File: src/rtl/decode_pkg.sv
// Shared constants and types for the RV32I decode stage.
package decode_pkg;

  // RV32I major opcodes
  localparam logic [6:0] OP       = 7'b0110011;
  localparam logic [6:0] OP_IMM   = 7'b0010011;
  localparam logic [6:0] LOAD     = 7'b0000011;
  localparam logic [6:0] STORE    = 7'b0100011;
  localparam logic [6:0] BRANCH   = 7'b1100011;
  localparam logic [6:0] JAL      = 7'b1101111;
  localparam logic [6:0] JALR     = 7'b1100111;
  localparam logic [6:0] LUI      = 7'b0110111;
  localparam logic [6:0] AUIPC    = 7'b0010111;
  localparam logic [6:0] SYSTEM   = 7'b1110011;
  localparam logic [6:0] MISC_MEM = 7'b0001111;

  // ctrl bit positions: {illegal, reg_write, mem_read, mem_write, branch_jump}
  localparam int CTRL_ILL = 4;
  localparam int CTRL_RW  = 3;
  localparam int CTRL_MR  = 2;
  localparam int CTRL_MW  = 1;
  localparam int CTRL_BJ  = 0;

  // per-lane field widths
  localparam int REG_W  = 15;
  localparam int FUNC_W = 10;
  localparam int CTRL_W = 5;
  localparam int XLEN   = 32;

  // instruction encoding format; FMT_X marks an unknown opcode
  typedef enum logic [2:0] {FMT_R, FMT_I, FMT_S, FMT_B, FMT_U, FMT_J, FMT_X} fmt_e;

  // decoded result of one lane
  typedef struct packed {
    logic [REG_W-1:0]  regs;  // {rd, rs2, rs1}
    logic [FUNC_W-1:0] func;  // {funct7, funct3}
    logic [CTRL_W-1:0] ctrl;
    logic [XLEN-1:0]   imm;
  } lane_dec_t;

  // sign-extended immediate for the given format; R-type and unknown give 0
  function automatic logic [XLEN-1:0] imm_gen(input fmt_e fmt, input logic [31:0] ins);
    logic [XLEN-1:0] imm;
    imm = '0;
    case (fmt)
      FMT_I:   imm = {{20{ins[31]}}, ins[31:20]};
      FMT_S:   imm = {{20{ins[31]}}, ins[31:25], ins[11:7]};
      FMT_B:   imm = {{19{ins[31]}}, ins[31], ins[7], ins[30:25], ins[11:8], 1'b0};
      FMT_U:   imm = {ins[31:12], 12'b0};
      FMT_J:   imm = {{11{ins[31]}}, ins[31], ins[19:12], ins[20], ins[30:21], 1'b0};
      default: imm = '0;
    endcase
    return imm;
  endfunction

endpackage

File: src/rtl/decode_lane.sv
// Combinational RV32I decode of a single instruction slot, gated by its mask.
module decode_lane
  import decode_pkg::*;
(
  input  logic [31:0] instr,
  input  logic        en,
  output lane_dec_t   dec
);

  logic [6:0] opc;
  logic [4:0] rd;
  logic [2:0] f3;
  fmt_e       fmt;
  logic       wr, mr, mw, bj, ill;

  assign opc = instr[6:0];
  assign rd  = instr[11:7];
  assign f3  = instr[14:12];

  // classify opcode into format and raw control flags
  always_comb begin
    fmt = FMT_X;
    wr  = 1'b0;
    mr  = 1'b0;
    mw  = 1'b0;
    bj  = 1'b0;
    ill = 1'b0;
    case (opc)
      OP:       begin fmt = FMT_R; wr = 1'b1; end
      OP_IMM:   begin fmt = FMT_I; wr = 1'b1; end
      LOAD:     begin fmt = FMT_I; wr = 1'b1; mr = 1'b1; end
      STORE:    begin fmt = FMT_S; mw = 1'b1; end
      BRANCH:   begin fmt = FMT_B; bj = 1'b1; end
      JAL:      begin fmt = FMT_J; wr = 1'b1; bj = 1'b1; end
      JALR:     begin fmt = FMT_I; wr = 1'b1; bj = 1'b1; end
      LUI:      begin fmt = FMT_U; wr = 1'b1; end
      AUIPC:    begin fmt = FMT_U; wr = 1'b1; end
      SYSTEM:   begin fmt = FMT_I; wr = 1'b1; end  // CSR ops write rd; ecall/ebreak have rd=0
      MISC_MEM: begin fmt = FMT_I; end
      default:  begin fmt = FMT_X; ill = 1'b1; end
    endcase
  end

  // assemble lane result; masked lane is all zero
  always_comb begin
    dec = '0;
    if (en) begin
      dec.regs = {rd, instr[24:20], instr[19:15]};
      case (fmt)
        FMT_R:               dec.func = {instr[31:25], f3};
        FMT_I, FMT_S, FMT_B: dec.func = {7'b0, f3};
        default:             dec.func = '0;
      endcase
      dec.imm = imm_gen(fmt, instr);
      if (ill) begin
        dec.ctrl = '0;
        dec.ctrl[CTRL_ILL] = 1'b1;
      end else begin
        dec.ctrl[CTRL_RW] = wr && (rd != 5'd0);
        dec.ctrl[CTRL_MR] = mr;
        dec.ctrl[CTRL_MW] = mw;
        dec.ctrl[CTRL_BJ] = bj;
      end
    end
  end

endmodule

File: src/rtl/decode_stage.sv
// WIDTH-lane registered RV32I decode stage with a 2-entry skid buffer and flush.
module decode_stage
  import decode_pkg::*;
#(
  parameter int WIDTH = 2
) (
  input  logic                    i_clk,
  input  logic                    i_rst_n,
  input  logic                    i_flush,
  input  logic                    i_valid,
  output logic                    o_ready,
  input  logic [32*WIDTH-1:0]     i_instr,
  input  logic [WIDTH-1:0]        i_imask,
  output logic                    o_valid,
  input  logic                    i_ready,
  output logic [WIDTH-1:0]        o_lmask,
  output logic [REG_W*WIDTH-1:0]  o_regs,
  output logic [FUNC_W*WIDTH-1:0] o_func,
  output logic [CTRL_W*WIDTH-1:0] o_ctrl,
  output logic [XLEN*WIDTH-1:0]   o_imm
);

  typedef struct packed {
    logic [WIDTH-1:0]             lmask;
    lane_dec_t [WIDTH-1:0]        lane;
  } bundle_t;

  bundle_t dec_b, e0, e1;
  logic    v0, v1;
  logic    acc, xfer;

  // per-lane decoders
  for (genvar g = 0; g < WIDTH; g++) begin : g_lane
    decode_lane u_lane (
      .instr (i_instr[32*g +: 32]),
      .en    (i_imask[g]),
      .dec   (dec_b.lane[g])
    );
  end
  assign dec_b.lmask = i_imask;

  // o_ready depends only on the entry-1 flop, never on i_ready
  assign o_ready = ~v1;
  assign acc     = i_valid && o_ready;
  assign xfer    = v0 && i_ready;

  // skid buffer: entry 0 drives outputs, entry 1 catches a stalled accept
  always_ff @(posedge i_clk) begin
    if (!i_rst_n) begin
      v0 <= 1'b0;
      v1 <= 1'b0;
      e0 <= '0;
      e1 <= '0;
    end else if (i_flush) begin
      v0 <= 1'b0;
      v1 <= 1'b0;
      e0 <= '0;
      e1 <= '0;
    end else if (xfer || !v0) begin
      // entry 0 is free this cycle; refill from entry 1 first to keep order
      if (v1) begin
        e0 <= e1;
        v0 <= 1'b1;
        e1 <= '0;
        v1 <= 1'b0;
      end else if (acc) begin
        e0 <= dec_b;
        v0 <= 1'b1;
      end else begin
        e0 <= '0;
        v0 <= 1'b0;
      end
    end else if (acc) begin
      e1 <= dec_b;
      v1 <= 1'b1;
    end
  end

  assign o_valid = v0;
  assign o_lmask = e0.lmask;

  // unpack entry 0 into the flat per-lane output buses
  for (genvar g = 0; g < WIDTH; g++) begin : g_out
    assign o_regs[REG_W*g  +: REG_W]  = e0.lane[g].regs;
    assign o_func[FUNC_W*g +: FUNC_W] = e0.lane[g].func;
    assign o_ctrl[CTRL_W*g +: CTRL_W] = e0.lane[g].ctrl;
    assign o_imm[XLEN*g    +: XLEN]   = e0.lane[g].imm;
  end

endmodule

File: config.mk
export PLATFORM = sky130hd
export DESIGN_NAME = decode_stage
export DESIGN_NICKNAME = d
export VERILOG_FILES = /design/src/rtl/decode_pkg.sv /design/src/rtl/decode_lane.sv /design/src/rtl/decode_stage.sv
export SDC_FILE = /design/constraint.sdc
export NUM_CORES = 1
export LEC_CHECK = 0
export BUFFER_PORTS_ARGS = -buffer_cell sky130_fd_sc_hd__buf_2
export CAP_MARGIN = 20
export CORE_MARGIN = 4
export CORE_UTILIZATION = 44
export DETAILED_ROUTE_END_ITERATION = 8
export GPL_TIMING_DRIVEN = 0
export PLACE_DENSITY = 0.66
export SYNTH_ARGS = -nofsm -noshare
export SYNTH_HDL_FRONTEND = slang
export SYNTH_SLANG_ARGS = --single-unit
export TNS_END_PERCENT = 10
File: constraint.sdc
create_clock -name i_clk -period 2.7 [get_ports i_clk]
set_input_delay 0.27 -clock i_clk [delete_from_list [all_inputs] [get_ports i_clk]]
set_output_delay 0.27 -clock i_clk [all_outputs]
set_load 0.01 [all_outputs]
**Yosys cells after proc, flatten, opt, wreduce, memory -nomap -nowiden**

Cells that the tools add are included.

- Equal/unequal tests: 33
- Multiplexer cells: 27
- Bitwise operators: 2
- Reduce and logical (&&, ||, !) cells: 26

Operators by type and width:

| operator | number |
|---|---|
| two-way mux 126 bit | 5 |
| one-hot mux 32 bit (5 select lines) | 2 |
| two-way mux 62 bit | 2 |
| == test 7 bit (second input constant) | 8 |
| == test 7 x 6 -> 1 bit (second input constant) | 6 |
| one-hot mux 10 bit (2 select lines) | 2 |
| one-hot mux 3 bit (6 select lines) | 2 |
| == test 7 x 5 -> 1 bit (second input constant) | 4 |
| OR reduction 11 bit | 2 |
| OR reduction 8 bit | 2 |
| OR reduction 3 bit | 5 |
| == test 7 x 2 -> 1 bit (second input constant) | 2 |
| == test 7 x 4 -> 1 bit (second input constant) | 2 |
| == test 3 x 2 -> 1 bit (second input constant) | 4 |
| == test 3 bit (second input constant) | 4 |
| two-way mux 1 bit | 12 |
| nonzero test 5 bit | 2 |
| OR reduction 5 bit | 2 |
| two-way mux 4 bit | 2 |
| == test 3 x 1 -> 1 bit (second input constant) | 2 |
| logical NOT 3 bit | 2 |
| OR reduction 2 bit | 3 |
| logical AND 1 bit | 4 |
| inequality test 2 bit (second input constant) | 1 |
| 5 further kinds | 6 |

- Register bits: 254
- Bits of input ports: 71
- Output and inout bits: 128
- Logic and storage cells: 108

**Longest topological paths before layout**

Gate-level depths: netlist (run 1).

- Word-level depth: 9
- Depth in mapped cells: 7
- Gate-level depth less buffers: 5

**By module**

Synthesis (run 1) repeated with hierarchy kept, for this count alone.

- Cells, all modules: 1,175
- Area, all modules: 10,866.7 um2

Modules (own cells, without submodules):

| module | times used | cells an instance | area an instance (um2) | sequential area each (um2) |
|---|---|---|---|---|
| decode_stage | 1 | 867 | 8,852.2 | 5,084.9 |
| decode_lane | 2 | 154 | 1,007.2 | 0.0 |

**Worst setup path after synthesis (run 1)**

Ideal clock, no wire load.

- Kind: input -> register
- Start point: input port i_instr[1]
- End point: register e0 (netlist bit o_imm[11])
- Setup time: 120 ps
- Data arrival time: 1,532 ps
- Required time: 2,580 ps
- Setup slack: 1,048 ps
- Stages on the path: 6
- Buffers on the path: 1
- Cells stage by stage: and2_1 clkbuf_1 o211a_1 mux2_1 a211oi_1 nor2_1

- Word-level cells in the longest chain between the ends: 8
- Elaborated cells between the ends (all ways): 23
- Classes of those cells: eq/ne: 16; mux: 5; reduce/logical: 2

RTL lines:

| element | RTL line | text |
|---|---|---|
| start, declared | decode_stage.sv:12 | `input logic [32*WIDTH-1:0] i_instr,` |
| == test 7 x 5 -> 1 bit, or another cell as far along | decode_lane.sv:28 | `case (opc)` |
| OR reduction 5 bit (no line) / OR reduction 2 bit (equally long branches) | -- |  |
| one-hot mux 3 bit (6 select lines) (*) | decode_lane.sv:28 |  |
| == test 3 bit, or another cell as far along | decode_pkg.sv:45 | `case (fmt)` |
| one-hot mux 32 bit (5 select lines) (*) | decode_pkg.sv:45 |  |
| two-way mux 62 bit (*) | decode_lane.sv:47 | `if (en) begin` |
| two-way mux 126 bit (*) | decode_stage.sv:66 | `end else if (acc) begin` |
| two-way mux 126 bit (*) | decode_stage.sv:61 | `if (v1) begin` |
| end signal, assigned | decode_stage.sv:62 | `e0 <= e1;` |
| end signal, assigned | decode_stage.sv:67 | `e0 <= dec_b;` |
| end signal, assigned | decode_stage.sv:70 | `e0 <= '0;` |
| end, declared | decode_stage.sv:28 | `bundle_t dec_b, e0, e1;` |

Every way passes the cells marked *; elsewhere a longest branch is shown, timed or not.
A chain may end at the register's enable or synchronous reset.

**Worst setup path in the final report (run 1)**

- Start point: register v0 (netlist: o_valid)
- End point: register e0 (netlist bit o_imm[41])

- Word-level cells in the longest chain between the ends: 2
- Elaborated cells between the ends (all ways): 3
- Classes of those cells: reduce/logical: 3

RTL lines:

| element | RTL line | text |
|---|---|---|
| start, declared | decode_stage.sv:29 | `logic v0, v1;` |
| start signal, assigned | decode_stage.sv:50 | `v0 <= 1'b0;` |
| start signal, assigned | decode_stage.sv:55 | `v0 <= 1'b0;` |
| start signal, assigned | decode_stage.sv:63 | `v0 <= 1'b1;` |
| logical AND 1 bit / logical NOT 1 bit (equally long branches) | decode_stage.sv:45, decode_stage.sv:59 |  |
| logical OR 1 bit (*) | decode_stage.sv:59 | `end else if (xfer \|\| !v0) begin` |
| end signal, assigned | decode_stage.sv:52 | `e0 <= '0;` |
| end signal, assigned | decode_stage.sv:57 | `e0 <= '0;` |
| end signal, assigned | decode_stage.sv:62 |  |

Marked as above.

==> results of run 1 <==
[metrics by stage]
step	total power [mW]	util	hold WS (ns)
after global routing	8.55	0.555	0.0127
after floorplan	4.19	-	0.387
after CTS	8.33	0.555	0.00229
after detailed placement	4.48	0.510	0.437
final	8.31	0.555	0.00599
after global placement	4.48	0.510	0.427
[worst max-delay path: stages (launching register included)]
cell	delay, ns
dfxtp_1	0.40
nor2b_1	0.47
clkbuf_1	0.48
clkbuf_1	0.75
nand2_1	0.12
a31oi_1	0.18
[registers in the layout, summed over array words and instances, names as in the netlist]
register  count
o_regs       30
o_func       20
o_valid       1
v1            1
o_lmask       2
o_imm        64
o_ctrl       10
e1          126
[routing by layer]
metal  vias to the layer above  share of wire  global-route usage
met1                      5116           0.43               0.407
met2                       557           0.44               0.449
met3                        70          0.095              0.0515
met5                         -              0                   0
met4                         0          0.027              0.0808
li1                       4987              -                   -
[how the worst min path moves through the flow]
stage,from,end,slack (ns),cells after the start
floorplan,i_instr[30],o_imm[10]$_SDFFE_PP0P_,0.39,1
global placement,e1[15]$_SDFFE_PP0P_,e1[15]$_SDFFE_PP0P_,0.43,2
detailed placement,e1[12]$_SDFFE_PP0P_,e1[12]$_SDFFE_PP0P_,0.44,2
CTS,i_instr[16],e1[48]$_SDFFE_PP0P_,0.002,2
global route,i_instr[16],e1[48]$_SDFFE_PP0P_,0.01,2
finish,i_instr[16],e1[48]$_SDFFE_PP0P_,0.006,2
[what timing repair did]
item | CTS | global route
hold buffers | 13 | 0
resized for setup | 0 | 0
endpoints found under the hold margin | 13 | 0
setup endpoints to repair | 0 | 0
[placed cells by master (no fill, tap or decap), types with 11 or more instances in the layout]
master           n
nand2_1        118
a221oi_1        38
a211o_1         11
nor2_1          71
o21ai_0         80
dfxtp_1        254
a211oi_1        12
a21oi_1        105
a22o_1          53
and2_1          18
a221o_1         11
o21ai_1         18
nand3_1         39
and3_1          28
clkbuf_16       27
clkbuf_1        63
nand4_1         14
o22ai_1         12
dlygate4sd3_1   13
buf_1           13
a22oi_1         19
nor3_1          35
buf_2          230
a31oi_1         29
o211ai_1        13
a32oi_1         12
[logic make-up (layout without fill, tap and decap cells)]
logic type	after synthesis	count (layout)	synth area share
compound gates	454	454	0.292
xor+xnor	1	1	0.000822
buf+inv	117	376	0.0478
flops	254	254	0.477
mux	3	3	0.00305
simple gates	378	378	0.179
[area by class of cell]
cell class | count | area, um^2 | area share
inverters | 7 | 26.3 | 0.00201
clock buffers | 40 | 805 | 0.0614
flip-flops and latches | 254 | 5080 | 0.388
repair buffers | 211 | 1120 | 0.0856
plain buffers | 110 | 483 | 0.0369
multi-input cells | 836 | 5060 | 0.386
clock inverters | 8 | 119 | 0.00908
well taps | 319 | 399 | 0.0305
[power breakdown]
| part | total (mW) | internal [mW] | switching [mW] |
|---|---|---|---|
| Clock | 3.89 | 2.33 | 1.55 |
| Combinational | 0.638 | 0.193 | 0.445 |
| Sequential | 3.79 | 3.77 | 0.0160 |
==> run metrics, run 1 <==
status completed; die height approximately 160 um; critical path capture point type flop; most numerous cell in the Yosys netlist dfxtp_1; CP required approximately 3.2 ns; Chip Width 164 um; Ys Warns 0; global route overflow 0; Slew @ Worst Pin ~1.0 ns; Final Cell Area between 10000 and 15000 um^2; I/O pins slightly below 200; startpoint class of the critical path flop; PortBufs between 150 and 200; RSZ-0062 raised after global routing false; EDFF count, synth 0; Clock Pin Slew Worst Setup and Hold Paths 0.06 ns; Syn Area/Cell between 8 and 9 um^2; 1st-iter DRT viols 1056; # clock sinks roughly 250; gr usage total 0.287; Initial Util 0.451; detailed-router iteration count before antenna repair 6; buffers inserted by post-CTS timing repair 0; DRC violations left 0; initial antenna violation count 0; Post-Syn Instances roughly 1200; Setup WS post-layout about 0.22 ns; mapped cell area 10700 um^2; Final Setup Violations 0; Synth async-reset ratio 0; vias in the first global route a little over 10000; Vias about 11000; Worst slew margin 0.313; Max VDD drop 0.406 mV; kind of critical path flop to flop; share of Yosys cell area claimed by the top area cell type 0.477; Worst Path Arrival roughly 3 ns; largest net degree at the start of global routing 14; Peak Freq 0.404 GHz; Reg2Reg Setup Slack about 0.22 ns; Setup Skew 0.0120 ns; number of cells on the worst reg-to-reg path 5; max-slew violation count 0; layout cells sized above 1 0.209; routability cong. between 0.9 and 1; dpl ws ~0.23 ns; syn_nets about 1300; post-route ant nets 0; Post-DP HPWL 28.6 mm; CTS tree done; MaxCap Viol Count 0; Distinct cells, synth 73; Cell Rows 56; Lkg Pwr roughly 5.3 nW; Post-synth top cells dfxtp_1, nand2_1, a21oi_1, o21ai_0, nor2_1; pwr/cell area between 600 and 700 nW/um^2; min cycle time layout approximately 2.5 ns; H-tree level count 1; final hold vios 0; placed cell count between 1500 and 2000; Post-DP Area about 12000 um^2; fill count 2259; fin nets around 1500; Crit Path Max Fanout 10; FF+latch count, synth 254; CP endpoint o_imm[41]$_SDFFE_PP0P_; Die ar. 26800 um^2; HP Class input pin to flop; final wirelength 39.8 mm; register area share after synthesis 0.477; worst r2r src o_valid$_SDFFE_PP0P_; Final TNS setup 0 ns; CTS max path bufs 3; CORE AREA about 24000 um^2; r2r endpoint o_imm[41]$_SDFFE_PP0P_; Vias per Instance 6.01; fin crit share 0.918; P&R area growth vs syn 22.9%; Top FF cell, synth dfxtp_1; Non-Filler Instances between 1500 and 2000; top cells by area, synth dfxtp_1, a21oi_1, a22o_1; largest area contributor in the netlist dfxtp_1; clock root cell clkbuf_16; CP startpoint o_valid$_SDFFE_PP0P_; total CTS buffers 27; first-pass GRT wire length about 60 mm; n_diodes 0; worst skew pair latency ~0.55 ns; WL/cell ~22 um
(Power assumes the default switching activity.)
==> run 2: changes to the inputs <==
--- a/config.mk
+++ b/config.mk
@@ -9,8 +9,10 @@
 export CAP_MARGIN = 20
 export CORE_MARGIN = 4
 export CORE_UTILIZATION = 44
+export CTS_CLUSTER_SIZE = 14
 export DETAILED_ROUTE_END_ITERATION = 8
 export GPL_TIMING_DRIVEN = 0
+export MAX_ROUTING_LAYER = met4
 export PLACE_DENSITY = 0.66
 export SYNTH_ARGS = -nofsm -noshare
 export SYNTH_HDL_FRONTEND = slang
==> run 2 against run 1 <==
  * Count of clock-buffer cells in the layout rose by 2
  * Critical path depth did not move
  * Via count rose by 0.61%
  * Hold slack improved by 0.0086 ns
  * Cell area rose by 0.18%
  * Sequential power barely moved
  * First-iteration DRC count fell by 9.1%
  * Clock skew barely moved
==> run metrics, run 2 (same netlist as run 1, synthesis figures left out) <==
status completed; H-tree level count 1 (unchanged); global route overflow 0 (unchanged); Vias per Instance 6.03 (+0.38%); RSZ-0062 raised after global routing false; Lkg Pwr 5.28 nW (about the same); total CTS buffers 28 (+3.7%); largest net degree at the start of global routing 15 (+1); CTS tree done; Peak Freq 0.400 GHz (-0.81%); clock root cell clkbuf_16; post-route ant nets 0 (unchanged); vias in the first global route 10226 (-1.2%); final wirelength 39.6 mm (-0.60%); commonest non-fill, non-tap cell in the layout dfxtp_1; kind of critical path flop to flop; WHS 0.0146 ns (+0.00862 ns); Vias 10795 (+0.61%); Reg2Reg Setup Slack 0.20 ns (-0.02 ns); Final Setup Violations 0 (unchanged); final hold vios 0 (unchanged); Final TNS setup 0 ns (unchanged); CTS max path bufs 3 (unchanged); # clock sinks 254 (unchanged); Setup Skew 0.0116 ns (-0.000402 ns); Cell Rows 56 (unchanged); max-slew violation count 0 (unchanged); max FFs per register 126 (unchanged); initial antenna violation count 0 (unchanged); Chip Width 164 um (unchanged); layout cells sized above 1 0.209 (-0.000570); PortBufs 198 (unchanged); post-CTS sizing 0 (unchanged); Max VDD drop 0.508 mV (+25%); first-pass GRT wire length 59.8 mm (-0.46%); buffers inserted by post-CTS timing repair 0 (unchanged); Biggest register e1; CP required 3.17 ns (about the same); n_diodes 0 (unchanged); routability cong. 0.949 (about the same); WL/cell 22.1 um (-0.82%); detailed-router iteration count before antenna repair 7 (+1); gr usage total 0.294 (+0.00725); critical path capture point type flop; I/O pins 199 (unchanged); Crit Path Max Fanout 10 (unchanged); 1st-iter DRT viols 960 (-9.1%); MaxCap Viol Count 0 (unchanged); P&R area growth vs syn 23.2%; most frequent cells in the layout dfxtp_1, buf_2, nand2_1, a21oi_1, o21ai_0; Worst Path Arrival 2.96 ns (+0.02 ns); CORE AREA 23600 um^2 (unchanged); Initial Util 0.451 (unchanged); post-layout util 0.556 (+0.00101); min cycle time layout 2.50 ns (+0.0202 ns); startpoint class of the critical path flop; die height 164 um (unchanged); Die ar. 26800 um^2 (unchanged); Clock Pin Slew Worst Setup and Hold Paths 0.06 ns (about the same); DRC violations left 0 (unchanged); Slew @ Worst Pin 0.984 ns (-0.0206 ns); worst skew pair latency 0.55 ns (about the same); Worst slew margin 0.327 (+0.0141); fin crit share 0.925 (+0.00748); HP Class input pin to flop; Post-DP HPWL 28.8 mm (+0.58%); fin nets 1521 (+0.20%); pwr/cell area 632 nW/um^2 (-0.50%); fill count 2266 (+0.31%); Post-CTS Hold Fix Bufs 15 (+2)
## run 2: path summary, 6_finish.rpt
check,to,start,depth (start not counted)
max,o_imm[41]$_SDFFE_PP0P_,o_valid$_SDFFE_PP0P_,5
min,e1[58]$_SDFFE_PP0P_,i_instr[8],2
max reg2reg,o_imm[41]$_SDFFE_PP0P_,o_valid$_SDFFE_PP0P_,5
min reg2reg,e1[18]$_SDFFE_PP0P_,e1[18]$_SDFFE_PP0P_,2
## run 2: critical path, cell delays in order (launching register included)
cell      delay, ns
dfxtp_1        0.39
nor2b_1        0.49
clkbuf_1       0.49
clkbuf_1       0.71
nand2_1        0.13
a31oi_1        0.20
## run 2: final cells by class
type / instances / area [um^2] / area share
Buffer: 110 / 483 / 0.0368
Inverter: 7 / 26.3 / 0.00200
Clock inverter: 8 / 104 / 0.00791
Sequential cell: 254 / 5080 / 0.388
Timing Repair Buffer: 213 / 1140 / 0.0870
Clock buffer: 42 / 823 / 0.0627
Multi-Input combinational cell: 836 / 5060 / 0.386
Tap cell: 319 / 399 / 0.0304
## run 2: layer usage
layer,wire length (um),part of all wire,global-route usage
met5,0,0,-
met4,1160,0.029,0.0808
met3,3460,0.088,0.0540
met2,17500,0.44,0.445
met1,17400,0.44,0.406
## run 2: report_power, final
group	internal, mW	switching [mW]
Clock	2.29	1.57
Combinational	0.195	0.442
Sequential	3.77	0.0160
## run 2: through the flow
stage / instances / area, um^2 / power, mW / setup slack [ns]
6_report: 1789 / 13100 / 8.29 / 0.202
3_3_place_gp: 1724 / 12000 / 4.48 / 0.216
5_1_grt: 1789 / 13100 / 8.50 / 0.107
3_5_place_dp: 1724 / 12000 / 4.48 / 0.230
2_1_floorplan: 1207 / 10700 / 4.19 / 1.05
4_1_cts: 1789 / 13100 / 8.30 / 0.259
==> run 3: changes to the inputs <==
--- a/config.mk
+++ b/config.mk
@@ -13,7 +13,7 @@
 export DETAILED_ROUTE_END_ITERATION = 8
 export GPL_TIMING_DRIVEN = 0
 export MAX_ROUTING_LAYER = met4
-export PLACE_DENSITY = 0.66
+export PLACE_DENSITY = 0.75
 export SYNTH_ARGS = -nofsm -noshare
 export SYNTH_HDL_FRONTEND = slang
 export SYNTH_SLANG_ARGS = --single-unit
==> run 3 against run 2 <==
  * Critical path type unchanged
  * Critical path depth did not move
  * Clock power decreased by 3%
  * Fmax grew 2.1%
  * Flip-flop and latch count did not move
  * Via count grew 0.49%
  * Count of clock-buffer cells in the layout fell by 2
  * Wire length fell by 2.4%
  * Hold slack got worse by 0.00061 ns
  * Cell area down 0.71%
  * First-iteration DRC count increased by 9.4%
==> run metrics, run 3 (same netlist as run 1, synthesis figures left out) <==
min cycle time layout 2.45 ns (-0.0517 ns); detailed-router iteration count before antenna repair 8 (+1); Biggest register e1; status completed; final hold vios 0 (unchanged); Non-Filler Instances 1782 (-0.39%); Lkg Pwr 5.24 nW (-0.80%); Worst Path Arrival 2.90 ns (-0.06 ns); CP Cell Sequence nor2b_1, clkbuf_1, clkbuf_1, a21oi_1, a21oi_1; global route overflow 0 (unchanged); worst path bufs/invs 2 (unchanged); fin crit share 0.906 (-0.0191); Slew @ Worst Pin 1.04 ns (+0.0583 ns); Final TNS setup 0 ns (unchanged); Clock Pin Slew Worst Setup and Hold Paths 0.06 ns (about the same); vias in the first global route 10319 (+0.91%); max-slew violation count 0 (unchanged); fill count 2256 (-0.44%); clock root cell clkbuf_16; Post-DP Area 12000 um^2 (unchanged); slowest CP cell clkbuf_1; Vias per Instance 6.09 (+0.89%); MaxCap Viol Count 0 (unchanged); Crit Path Max Fanout 10 (unchanged); met3 WL post-DR 4.01 mm (+16%); startpoint class of the critical path flop; die height 164 um (unchanged); CTS tree done; H-tree level count 1 (unchanged); total CTS buffers 27 (-3.6%); most frequent cells in the layout dfxtp_1, buf_2, nand2_1, a21oi_1, o21ai_0; pwr/cell area 625 nW/um^2 (-0.98%); WL/cell 21.7 um (-2.0%); PortBufs 198 (unchanged); gr usage total 0.284 (-0.00975); Final Setup Violations 0 (unchanged); Max VDD drop 0.376 mV (-26%); placed cell count 1724 (unchanged); post-route ant nets 0 (unchanged); post-layout util 0.552 (-0.00397); HP Class input pin to flop; CORE AREA 23600 um^2 (unchanged); Worst slew margin 0.287 (-0.0399); CP required 3.16 ns (about the same); Initial Util 0.451 (unchanged); Die ar. 26800 um^2 (unchanged); kind of critical path flop to flop; Crit path largest cell delay 0.62 ns (-0.09 ns); I/O pins 199 (unchanged); area of the multi-input gates 5060 um^2 (unchanged); Cell Rows 56 (unchanged); initial antenna violation count 1 (+1); fin nets 1513 (-0.53%); Post-CTS Hold Fix Bufs 8 (-7); Post-DP HPWL 28.2 mm (-2.1%); Setup WS post-layout 0.254 ns (+0.0517 ns); Final Cell Area 13000 um^2 (-0.71%); Top Layer Used met4; post-CTS sizing 0 (unchanged); P&R area growth vs syn 22.3%; commonest non-fill, non-tap cell in the layout dfxtp_1; FF/Latch Area 5080 um^2 (unchanged); Setup Skew 0.0204 ns (+0.00879 ns); final wirelength 38.6 mm (-2.4%); critical path capture point type flop; 1st-iter DRT viols 1050 (+9.4%); cell family with most CP delay buffers and inverters; worst skew pair latency 0.55 ns (about the same); routability cong. 0.970 (+2.2%); max FFs per register 126 (unchanged); DRT met1 WL 16.0 mm (-8.1%); dpl ws 0.298 ns (+0.0684 ns); Peak Freq 0.409 GHz (+2.1%); layout cells sized above 1 0.211 (+0.00251); Chip Width 164 um (unchanged); buffers inserted by post-CTS timing repair 0 (unchanged); CTS max path bufs 3 (unchanged); WL met2 17.1 mm (-2.4%); RSZ-0062 raised after global routing false; Vias 10848 (+0.49%); DRC violations left 0 (unchanged); # clock sinks 254 (unchanged); first-pass GRT wire length 58.4 mm (-2.3%); largest net degree at the start of global routing 14 (-1)
==> run 3: cell type report <==
type | count | share of cell area
flip-flops and latches | 254 | 0.390
multi-input cells | 836 | 0.388
repair buffers | 206 | 0.0822
clock buffers | 40 | 0.0625
plain buffers | 110 | 0.0371
well taps | 319 | 0.0306
clock inverters | 9 | 0.00663
inverters | 7 | 0.00202
diodes | 1 | 0.000192
==> run 3: stage by stage <==
| step | hold WS, ns | total power [mW] |
|---|---|---|
| 2_1_floorplan | 0.387 | 4.19 |
| 3_3_place_gp | 0.428 | 4.47 |
| 3_5_place_dp | 0.434 | 4.47 |
| 4_1_cts | 0.00644 | 8.13 |
| 5_1_grt | 0.0184 | 8.36 |
| 6_report | 0.0140 | 8.15 |
==> run 3: power by group <==
group	leakage, nW	total [mW]	switching [mW]	internal, mW
sequential	2.05	3.79	0.0170	3.77
clock	0.442	3.73	1.55	2.18
combinational	2.75	0.625	0.437	0.188
total	5.24	8.15	2.00	6.15
==> run 3: worst register-to-register path: cells and delay by family (launching register included) <==
family	cells	cell delay [ns]
buffers and inverters	2	1.16
AND/OR/NAND/NOR	1	0.43
flip-flops	1	0.42
AO/OA/AOI/OAI	2	0.34
==> run 3: metal layers <==
layer  global-route usage  vias up
met3               0.0505       96
li1                     -     4977
met2                0.427      602
met4                0.109        0
met1                0.383     5173
met5                    -        -
==> run 3: final timing paths <==
kind / end / depth (start not counted) / slack [ns] / startpoint
worst max-delay path: o_imm[44]$_SDFFE_PP0P_ / 5 / 0.25 / o_valid$_SDFFE_PP0P_
worst min-delay path: e1[50]$_SDFFE_PP0P_ / 2 / 0.01 / i_instr[18]
worst max register to register: o_imm[44]$_SDFFE_PP0P_ / 5 / 0.25 / o_valid$_SDFFE_PP0P_
worst min register to register: e1[124]$_SDFFE_PP0P_ / 2 / 0.44 / e1[124]$_SDFFE_PP0P_
